### config.mk
export PLATFORM = sky130hd
export DESIGN_NAME = intersection_ctrl
export DESIGN_NICKNAME = d
export VERILOG_FILES = /design/src/rtl/tl_pkg.sv /design/src/rtl/tl_tick_gen.sv /design/src/rtl/intersection_ctrl.sv
export SDC_FILE = /design/constraint.sdc
export NUM_CORES = 1
export LEC_CHECK = 0
export CAP_MARGIN = 10
export CORE_MARGIN = 4
export CORE_UTILIZATION = 30
export DETAILED_ROUTE_END_ITERATION = 16
export PLACE_DENSITY = 0.58
export SETUP_SLACK_MARGIN = 0.1
export SLEW_MARGIN = 20
export SYNTH_ARGS = -nofsm -noshare
export SYNTH_HDL_FRONTEND = slang
export SYNTH_SLANG_ARGS = --single-unit
export TNS_END_PERCENT = 1
### constraint.sdc
create_clock -name clk -period 6 [get_ports clk]
set_clock_uncertainty 0.2 [all_clocks]
set_input_delay 1.2 -clock clk [delete_from_list [all_inputs] [get_ports clk]]
set_output_delay 1.2 -clock clk [all_outputs]
set_load 0.01 [all_outputs]
### src/rtl/tl_pkg.sv
// Shared definitions for the intersection_ctrl traffic-light controller:
// FSM state encoding, lamp colour constants and per-channel rgb field width.
package tl_pkg;

    localparam int unsigned RGB_W = 3;

    typedef enum logic [2:0] {
        ST_ALLRED = 3'd0,
        ST_REDYEL = 3'd1,
        ST_GREEN  = 3'd2,
        ST_YELLOW = 3'd3,
        ST_FLASH  = 3'd4
    } tl_state_e;

    localparam logic [RGB_W-1:0] LAMP_RED    = 3'b100;
    localparam logic [RGB_W-1:0] LAMP_REDYEL = 3'b110;
    localparam logic [RGB_W-1:0] LAMP_GREEN  = 3'b010;
    localparam logic [RGB_W-1:0] LAMP_YELLOW = 3'b110;
    localparam logic [RGB_W-1:0] LAMP_OFF    = 3'b000;

endpackage

### src/rtl/tl_tick_gen.sv
// Tick prescaler: one-cycle tick every DIV clocks; clr restarts the count so
// a freshly entered phase always gets full-length ticks.
module tl_tick_gen #(
    parameter int unsigned DIV = 12000000
) (
    input  logic clk,
    input  logic resn,
    input  logic clr,
    output logic tick
);

    localparam int unsigned CW = $clog2(DIV);

    logic [CW-1:0] cnt_q, cnt_d;

    // Tick on the last count of the period; restart on tick or clear
    always_comb begin
        tick  = (cnt_q == CW'(DIV - 1));
        cnt_d = cnt_q + 1'b1;
        if (clr || tick) begin
            cnt_d = '0;
        end
    end

    // Prescaler register
    always_ff @(posedge clk or negedge resn) begin
        if (!resn) begin
            cnt_q <= '0;
        end else begin
            cnt_q <= cnt_d;
        end
    end

endmodule

### src/rtl/intersection_ctrl.sv
// Demand-driven traffic-light controller for NUM_CH approaches, serving one
// channel at a time in round-robin order.
// Optional night flash mode is compiled in with macro TL_NIGHT_FLASH_EN.
module intersection_ctrl
    import tl_pkg::*;
#(
    parameter int unsigned NUM_CH   = 4,
    parameter int unsigned TICK_DIV = 12000000,
    parameter int unsigned ALLRED_T = 2,
    parameter int unsigned REDYEL_T = 1,
    parameter int unsigned GREEN_T  = 8,
    parameter int unsigned YELLOW_T = 2
) (
    input  logic                        clk,
    input  logic                        resn,
    input  logic [NUM_CH-1:0]           btn,
    input  logic                        night,
    output logic [RGB_W*NUM_CH-1:0]     rgb,
    output logic [$clog2(NUM_CH)-1:0]   active_ch,
    output logic [2:0]                  phase
);

    localparam int unsigned AW     = $clog2(NUM_CH);
    localparam int unsigned MAX_AR = (ALLRED_T > REDYEL_T) ? ALLRED_T : REDYEL_T;
    localparam int unsigned MAX_GY = (GREEN_T > YELLOW_T) ? GREEN_T : YELLOW_T;
    localparam int unsigned MAXD   = (MAX_AR > MAX_GY) ? MAX_AR : MAX_GY;
    localparam int unsigned PW     = (MAXD > 1) ? $clog2(MAXD) : 1;

    // Parameter legality
    if (NUM_CH < 2 || NUM_CH > 8) begin : g_bad_num_ch
        $error("intersection_ctrl: NUM_CH must be 2..8");
    end
    if (TICK_DIV < 2) begin : g_bad_tick_div
        $error("intersection_ctrl: TICK_DIV must be >= 2");
    end
    if (ALLRED_T < 1 || REDYEL_T < 1 || GREEN_T < 1 || YELLOW_T < 1) begin : g_bad_dur
        $error("intersection_ctrl: phase durations must be >= 1");
    end

    tl_state_e          state_q, state_d;
    logic [AW-1:0]      act_q, act_d;
    logic [NUM_CH-1:0]  pend_q, pend_d;
    logic [PW-1:0]      ph_cnt_q, ph_cnt_d;
    logic [PW-1:0]      dur_m1;
    logic               tick;
    logic               clr;
    logic               expired;
    logic [NUM_CH-1:0]  btn_eff;
    logic [NUM_CH-1:0]  req;
    logic [NUM_CH-1:0]  req_other;
    logic               any_req;
    logic [AW-1:0]      rr_pick;
    logic [AW-1:0]      rr_idx;
    logic               rr_found;
    int unsigned        rr_sum;
    logic [RGB_W-1:0]   lamp_act;

`ifdef TL_NIGHT_FLASH_EN
    logic               flash_q, flash_d;
`else
    logic               unused_night;
    assign unused_night = night;
`endif

    tl_tick_gen #(
        .DIV (TICK_DIV)
    ) u_tick_gen (
        .clk  (clk),
        .resn (resn),
        .clr  (clr),
        .tick (tick)
    );

    // Demand seen this cycle: latched requests plus live buttons, except the
    // channel already showing green
    always_comb begin
        btn_eff = btn;
        if (state_q == ST_GREEN) begin
            btn_eff[act_q] = 1'b0;
        end
        req          = pend_q | btn_eff;
        req_other    = req;
        req_other[act_q] = 1'b0;
        any_req      = |req;
    end

    // Round-robin pick: first requester after the active channel, wrapping
    // back to the active channel itself last
    always_comb begin
        rr_pick  = act_q;
        rr_found = 1'b0;
        rr_sum   = 0;
        rr_idx   = '0;
        for (int unsigned i = 1; i <= NUM_CH; i++) begin
            rr_sum = (int'(act_q) + i) % NUM_CH;
            rr_idx = AW'(rr_sum);
            if (!rr_found && req[rr_idx]) begin
                rr_found = 1'b1;
                rr_pick  = rr_idx;
            end
        end
    end

    // Duration (minus one) of the current phase and tick-aligned expiry
    always_comb begin
        case (state_q)
            ST_ALLRED: dur_m1 = PW'(ALLRED_T - 1);
            ST_REDYEL: dur_m1 = PW'(REDYEL_T - 1);
            ST_GREEN:  dur_m1 = PW'(GREEN_T - 1);
            ST_YELLOW: dur_m1 = PW'(YELLOW_T - 1);
            default:   dur_m1 = '0;
        endcase
        expired = tick && (ph_cnt_q >= dur_m1);
    end

    // Phase sequencing, channel selection and pending bookkeeping
    always_comb begin
        state_d = state_q;
        act_d   = act_q;
        pend_d  = req;
        case (state_q)
            ST_ALLRED: begin
                if (expired) begin
`ifdef TL_NIGHT_FLASH_EN
                    if (night) begin
                        state_d = ST_FLASH;
                    end else
`endif
                    if (any_req) begin
                        state_d = ST_REDYEL;
                        act_d   = rr_pick;
                    end
                end
            end
            ST_REDYEL: begin
                if (expired) begin
                    state_d       = ST_GREEN;
                    pend_d[act_q] = 1'b0;
                end
            end
            ST_GREEN: begin
                if (expired && (|req_other)) begin
                    state_d = ST_YELLOW;
                end
            end
            ST_YELLOW: begin
                if (expired) begin
                    state_d = ST_ALLRED;
                end
            end
`ifdef TL_NIGHT_FLASH_EN
            ST_FLASH: begin
                if (tick && !night) begin
                    state_d = ST_ALLRED;
                end
            end
`endif
            default: begin
                state_d = ST_ALLRED;
            end
        endcase
    end

    // Phase tick counter: restarts on every state change, saturates so an
    // extended phase keeps re-evaluating on each tick
    always_comb begin
        clr      = (state_d != state_q);
        ph_cnt_d = ph_cnt_q;
        if (clr) begin
            ph_cnt_d = '0;
        end else if (tick && (ph_cnt_q != PW'(MAXD - 1))) begin
            ph_cnt_d = ph_cnt_q + 1'b1;
        end
    end

`ifdef TL_NIGHT_FLASH_EN
    // Flash lamp phase: yellow on entry, toggles every tick
    always_comb begin
        flash_d = flash_q;
        if (state_q != ST_FLASH && state_d == ST_FLASH) begin
            flash_d = 1'b1;
        end else if (state_q == ST_FLASH && tick) begin
            flash_d = ~flash_q;
        end
    end
`endif

    // Controller state registers
    always_ff @(posedge clk or negedge resn) begin
        if (!resn) begin
            state_q  <= ST_ALLRED;
            act_q    <= AW'(NUM_CH - 1);
            pend_q   <= '0;
            ph_cnt_q <= '0;
`ifdef TL_NIGHT_FLASH_EN
            flash_q  <= 1'b0;
`endif
        end else begin
            state_q  <= state_d;
            act_q    <= act_d;
            pend_q   <= pend_d;
            ph_cnt_q <= ph_cnt_d;
`ifdef TL_NIGHT_FLASH_EN
            flash_q  <= flash_d;
`endif
        end
    end

    // Lamp shown on the active channel for the current phase
    always_comb begin
        case (state_q)
            ST_REDYEL: lamp_act = LAMP_REDYEL;
            ST_GREEN:  lamp_act = LAMP_GREEN;
            ST_YELLOW: lamp_act = LAMP_YELLOW;
            default:   lamp_act = LAMP_RED;
        endcase
    end

    for (genvar g = 0; g < NUM_CH; g++) begin : g_lamp
`ifdef TL_NIGHT_FLASH_EN
        assign rgb[RGB_W*g +: RGB_W] = (state_q == ST_FLASH)
                                     ? (flash_q ? LAMP_YELLOW : LAMP_OFF)
                                     : ((act_q == AW'(g)) ? lamp_act : LAMP_RED);
`else
        assign rgb[RGB_W*g +: RGB_W] = (act_q == AW'(g)) ? lamp_act : LAMP_RED;
`endif
    end

    assign active_ch = act_q;
    assign phase     = state_q;

endmodule

# [Yosys cells after proc, flatten, opt, wreduce, memory -nomap -nowiden]
# Cells that the tools add are included.
[totals] reg_bits=36 latch_bits=0 ram_bits=0 romBits=0 input_bits=7 output_inout_bits=17 word_cells=86 memories=0
[op_classes] add_sub_neg=6 multipliers=0 div_mod_pow=0 n_lt_le_gt_ge=7 eq_ne=9 shifts=0 n_mux=35 bitwise=4 n_reduce_logical=20
[op_table] cell="3-bit 2-to-1 mux" n=11
[op_table] cell="24-bit by 1-bit adder with 24-bit output, second input constant" n=1
[op_table] cell="24-bit == test, second input constant" n=1
[op_table] cell="24-bit 2-to-1 mux" n=1
[op_table] cell="2-bit by 3-bit less-than comparator with 1-bit output, second input constant" n=5
[op_table] cell="4-bit 2-to-1 mux" n=3
[op_table] cell="3-bit one-hot mux with 2 select lines" n=2
[op_table] cell="3-bit one-hot mux with 4 select lines" n=1
[op_table] cell="4-bit bitwise AND" n=2
[op_table] cell="1-bit binary-select mux with 2-bit select" n=4
[op_table] cell="1-bit 2-to-1 mux" n=8
[op_table] cell="2-bit 2-to-1 mux" n=4
[op_table] cell="4-bit OR reduction" n=2
[op_table] cell="1-bit logical AND" n=7
[op_table] cell="3-bit by 2-bit == test with 1-bit output, second input constant" n=2
[op_table] cell="2-bit by 1-bit adder with 2-bit output, second input constant" n=2
[op_table] cell="2-bit adder, second input constant" n=2
[op_table] cell="2-bit == test, second input constant" n=2
[op_table] cell="4-bit NOT" n=1
[op_table] cell="4-bit OR" n=1
[op_table] cell="4-bit AND reduction" n=1
[op_table] cell="4-bit nonzero test" n=1
[op_table] cell="2-bit OR reduction" n=2
[op_table] cell="3-bit by 1-bit adder with 3-bit output, second input constant" n=1
[op_table] cell="12 further kinds" n=14

# [Longest topological paths before layout]
[logic_depth] depth_word=21 ltp_mapped=9

# [Modules after synthesis]
# From an unflattened synthesis, not the netlist that was laid out.
[hier_totals] cells_unflattened=234 hier_area_um2=2233.4
[modules_own_cells] module="tl_tick_gen" n_inst=1 cells_per_inst=134 area_per_inst_um2=1251.2
[modules_own_cells] module="intersection_ctrl" n_inst=1 cells_per_inst=100 area_per_inst_um2=982.2

# [Worst setup path after synthesis]
# No wires, ideal clock.
[synth_path] kind="flip-flop to flip-flop" start="register state_q[2], in the netlist phase[2]" end="register act_q[0], in the netlist active_ch[0]" arrival_ns=2.256 required_time_ns=5.722 path_slack_ns=3.466 stages_incl_launch_ff=10 period_less_slack_ns=2.534 path_cell_list="dfrtp_1 clkbuf_1 inv_1 nand3_1 ha_1 a21oi_1 a2111oi_4 and4_4 a21oi_2 a31o_1"
[synth_via] elab_chain_len=16
[synth_rtl] item="start, declared" line_no="intersection_ctrl.sv:40" rtl="tl_state_e state_q, state_d;"
[synth_rtl] item="start signal, assigned" line_no="intersection_ctrl.sv:199" rtl="state_q <= state_d;"
[synth_rtl] item="3-bit by 2-bit == test with 1-bit output" line_no="intersection_ctrl.sv:78, intersection_ctrl.sv:106"
[synth_rtl] item="4-bit 2-to-1 mux" line_no="intersection_ctrl.sv:78" rtl="if (state_q == ST_GREEN) begin"
[synth_rtl] item="4-bit OR" line_no="intersection_ctrl.sv:81" rtl="req = pend_q | btn_eff;"
[synth_rtl] item="1-bit binary-select mux with 2-bit select" line_no="intersection_ctrl.sv:97" rtl="if (!rr_found && req[rr_idx]) begin"
[synth_rtl] item="1-bit 2-to-1 mux (implied by the code)" line_no="intersection_ctrl.sv:97"
[synth_rtl] item="1-bit 2-to-1 mux" line_no="intersection_ctrl.sv:97"
[synth_rtl] item="1-bit zero test" line_no="intersection_ctrl.sv:97"
[synth_rtl] item="1-bit logical AND" line_no="intersection_ctrl.sv:97"
[synth_rtl] item="1-bit 2-to-1 mux" line_no="intersection_ctrl.sv:97"
[synth_rtl] item="1-bit zero test" line_no="intersection_ctrl.sv:97"
[synth_rtl] item="1-bit logical AND" line_no="intersection_ctrl.sv:97"
[synth_rtl] item="1-bit 2-to-1 mux" line_no="intersection_ctrl.sv:97"
[synth_rtl] item="1-bit zero test" line_no="intersection_ctrl.sv:97"
[synth_rtl] item="1-bit logical AND" line_no="intersection_ctrl.sv:97"
[synth_rtl] item="4-bit nonzero test (no source line)"
[synth_rtl] item="4-bit AND reduction (no source line)"
[synth_rtl] item="end signal, assigned" line_no="intersection_ctrl.sv:192" rtl="act_q <= AW'(NUM_CH - 1);"
[synth_rtl] item="end signal, assigned" line_no="intersection_ctrl.sv:200" rtl="act_q <= act_d;"
[synth_rtl] item="end, declared" line_no="intersection_ctrl.sv:41" rtl="logic [AW-1:0] act_q, act_d;"
# Parallel ways exist; a longest one is shown, timed or not. The select of a mux whose other input is x is not followed.
# A chain may end at the register's enable or synchronous reset.

# [Worst setup path after layout]
[layout_path] start="register act_q[0], in the netlist active_ch[0]" end="output rgb[2]"
[layout_via] elab_chain_len=2
[layout_rtl] item="2-bit zero test" line_no="intersection_ctrl.sv:225" rtl="assign rgb[RGB_W*g +: RGB_W] = (act_q == AW'(g)) ? lamp_act : LAMP_RED;"
[layout_rtl] item="3-bit 2-to-1 mux" line_no="intersection_ctrl.sv:225"
[layout_rtl] item="end, declared" line_no="intersection_ctrl.sv:18" rtl="output logic [RGB_W*NUM_CH-1:0] rgb,"
# No other way between the ends.

==> run metrics <==
synthesized instance count 230; post-route insts no fill 348; row cnt 30; VDD IR max 0.0735 mV; multi-input logic area 1200 sq um; GPL Wtd Cong 0.781; worst r2r dst active_ch[0]; setup ws final 2620 ps; CTS tree built; Residual DRC 0; Clock Path Buffers 2; Max Fanout on Critical Path 6; Post-synth EDFFs 0; critical path arrival 1980 ps; post-layout min period 3380 ps; worst-margin pin slew 784 ps; Pleak 1.03 nW; Reg clk slew, reported paths 70 ps; H-tree Lvls 2; Post-DP HPWL 3190 um; Sink Count 36; worst r2r src phase[2]; first-pass iteration count of the detailed router 4; total number of vias 1,633; Initial Utilization 0.313; required time worst endpoint 4600 ps; Setup TNS Final 0 ps; vias in the first global route 1,581; # port buffers 18; worst reg2reg setup slack 3190 ps; pin count of the biggest net entering global routing 37; # placed instances 340; Filler cells 721; fin nets 268; I/O pins 24; mapped cell area 2160 sq um; layout cells sized above 1 0.0794; Primary FF master, synth dfrtp_1; diodes inserted 0; fmax 296 MHz; commonest non-fill, non-tap cell in the layout nor2_1; cts repair resizes 0; antenna violations before repair 0; power per cell area 188 nW/um^2; Slew Viols, Final 0; root buf cell clkbuf_8; Via density 4.69; synthesis-to-layout area growth 17.2%; Syn Area/Cell 9.41 sq um; DR iter-0 viols 62; total CTS buffers 5; Post-Place Setup Slack 2910 ps; Congestion Overflow GR 0; Post-CTS Setup Bufs 0; Hold EP u_tick_gen.cnt_q[0]; Util after Layout 0.367; Total Routed Length 4470 um; RSZ-0062 raised after global routing no; Total Routing Usage GR 0.111; worst r2r path cells 8; Final Cycle Share 0.563; Core Region 6910 sq um; hold path cells 1; run status complete, no violations; Final setup viols 0; routed len/inst 12.8 um; Final Hold Vio Count 0; hold crit path type reg2reg; worst skew pair latency 290 ps; post-synthesis cell type count 43; Worst Setup Start Kind flop; chip width 92.9 um; warnings from Yosys 0; first-pass GRT wire length 7600 um; register area share after synthesis 0.418; Max-cap violations 0; Critical Path End Type output port; slew margin rel. 0.477; placed cell areas 2430 sq um; asr flop ratio synth 1.00; final instance area 2540 sq um; FF/Latch Area 903 sq um; die height 92.9 um; critical path class reg2out; hold path startpoint u_tick_gen.cnt_q[0]; CTS Hold Buffers Added 0; most frequent cells in the layout nor2_1, dfrtp_1, nand2_1, clkdlybuf4s50_1, a21oi_1; Synth Register Bits 36; die area 8630 sq um; number of routed nets with antenna violations 0
how the worst max path moves through the flow:
stage	start	to	slack [ps]	cells after the start
2_1_floorplan	phase[2]	active_ch[0]	3470	9
4_1_cts	active_ch[0]	rgb[2]	2590	4
5_1_grt	active_ch[0]	rgb[2]	2530	4
6_report	active_ch[0]	rgb[2]	2620	4
3_3_place_gp	btn[0]	phase[0]	2890	6
3_5_place_dp	btn[0]	phase[0]	2910	6
flip-flops by register name, indices dropped and copies added, names as in the netlist:
| name | flops |
|---|---|
| active_ch | 2 |
| pend_q | 4 |
| ph_cnt_q | 3 |
| phase | 3 |
| u_tick_gen.cnt_q | 24 |
layer usage:
layer	routed length (um)	GRT usage	vias to the layer above
met2	2070	0.175	24
met3	164	0.0284	5
met5	0	0	-
met1	2150	0.143	757
li1	-	-	847
met4	77	0.0452	0
Yosys cell counts (3+ instances only):
master | number | area [sq um]
a21oi_1 | 16 | 80.1
and2_1 | 7 | 43.8
or3_1 | 3 | 18.8
o21ai_0 | 7 | 35.0
and3_1 | 7 | 43.8
clkbuf_1 | 4 | 15.0
nand3_1 | 7 | 35.0
nand2_1 | 17 | 63.8
inv_1 | 9 | 33.8
xor2_1 | 11 | 96.3
nand4_1 | 7 | 43.8
mux2i_1 | 3 | 30.0
ha_1 | 10 | 125
nand4bb_1 | 5 | 56.3
buf_4 | 4 | 30.0
dfrtp_1 | 34 | 851
xnor2_1 | 11 | 96.3
nor2_1 | 35 | 131
final cells by class:
type | instances | area share
Sequential cell | 36 | 0.356
Tap cell | 96 | 0.0474
Clock buffer | 6 | 0.0286
Clock inverter | 2 | 0.0138
Timing Repair Buffer | 18 | 0.0691
Inverter | 9 | 0.0133
Multi-Input combinational cell | 181 | 0.472
per-stage QoR:
stage	power, W	hold slack [ps]
after global placement	0.000271	316
final	0.000476	346
after detailed placement	0.000272	335
after floorplan	0.000262	288
after CTS	0.000482	346
after global routing	0.000497	374
worst max-delay path: stages (launching register included):
cell and delay [ps]:
dfstp_2 570, inv_1 130, ha_1 280, nand4bb_1 150, clkdlybuf4s50_1 560
power by group:
| group | internal [W] | switching, W | leakage, nW |
|---|---|---|---|
| Clock | 0.000123 | 0.0000866 | 0.0552 |
| Sequential | 0.000245 | 0.00000353 | 0.470 |
| Combinational | 0.00000610 | 0.0000122 | 0.500 |
| Total | 0.000374 | 0.000102 | 1.03 |
logic make-up after synthesis:
| kind of cell | count (synthesis) | share of synthesized area |
|---|---|---|
| and+or+nand+nor | 104 | 0.271 |
| muxes | 4 | 0.0191 |
| adders and majority gates | 10 | 0.0578 |
| DFF | 36 | 0.418 |
| buffers and inverters | 17 | 0.0364 |
| xor gates and xnor gates | 22 | 0.0891 |
| other | 1 | 0.00173 |
| AOI/OAI and AO/OA | 36 | 0.108 |
(Power assumes the default switching activity.)
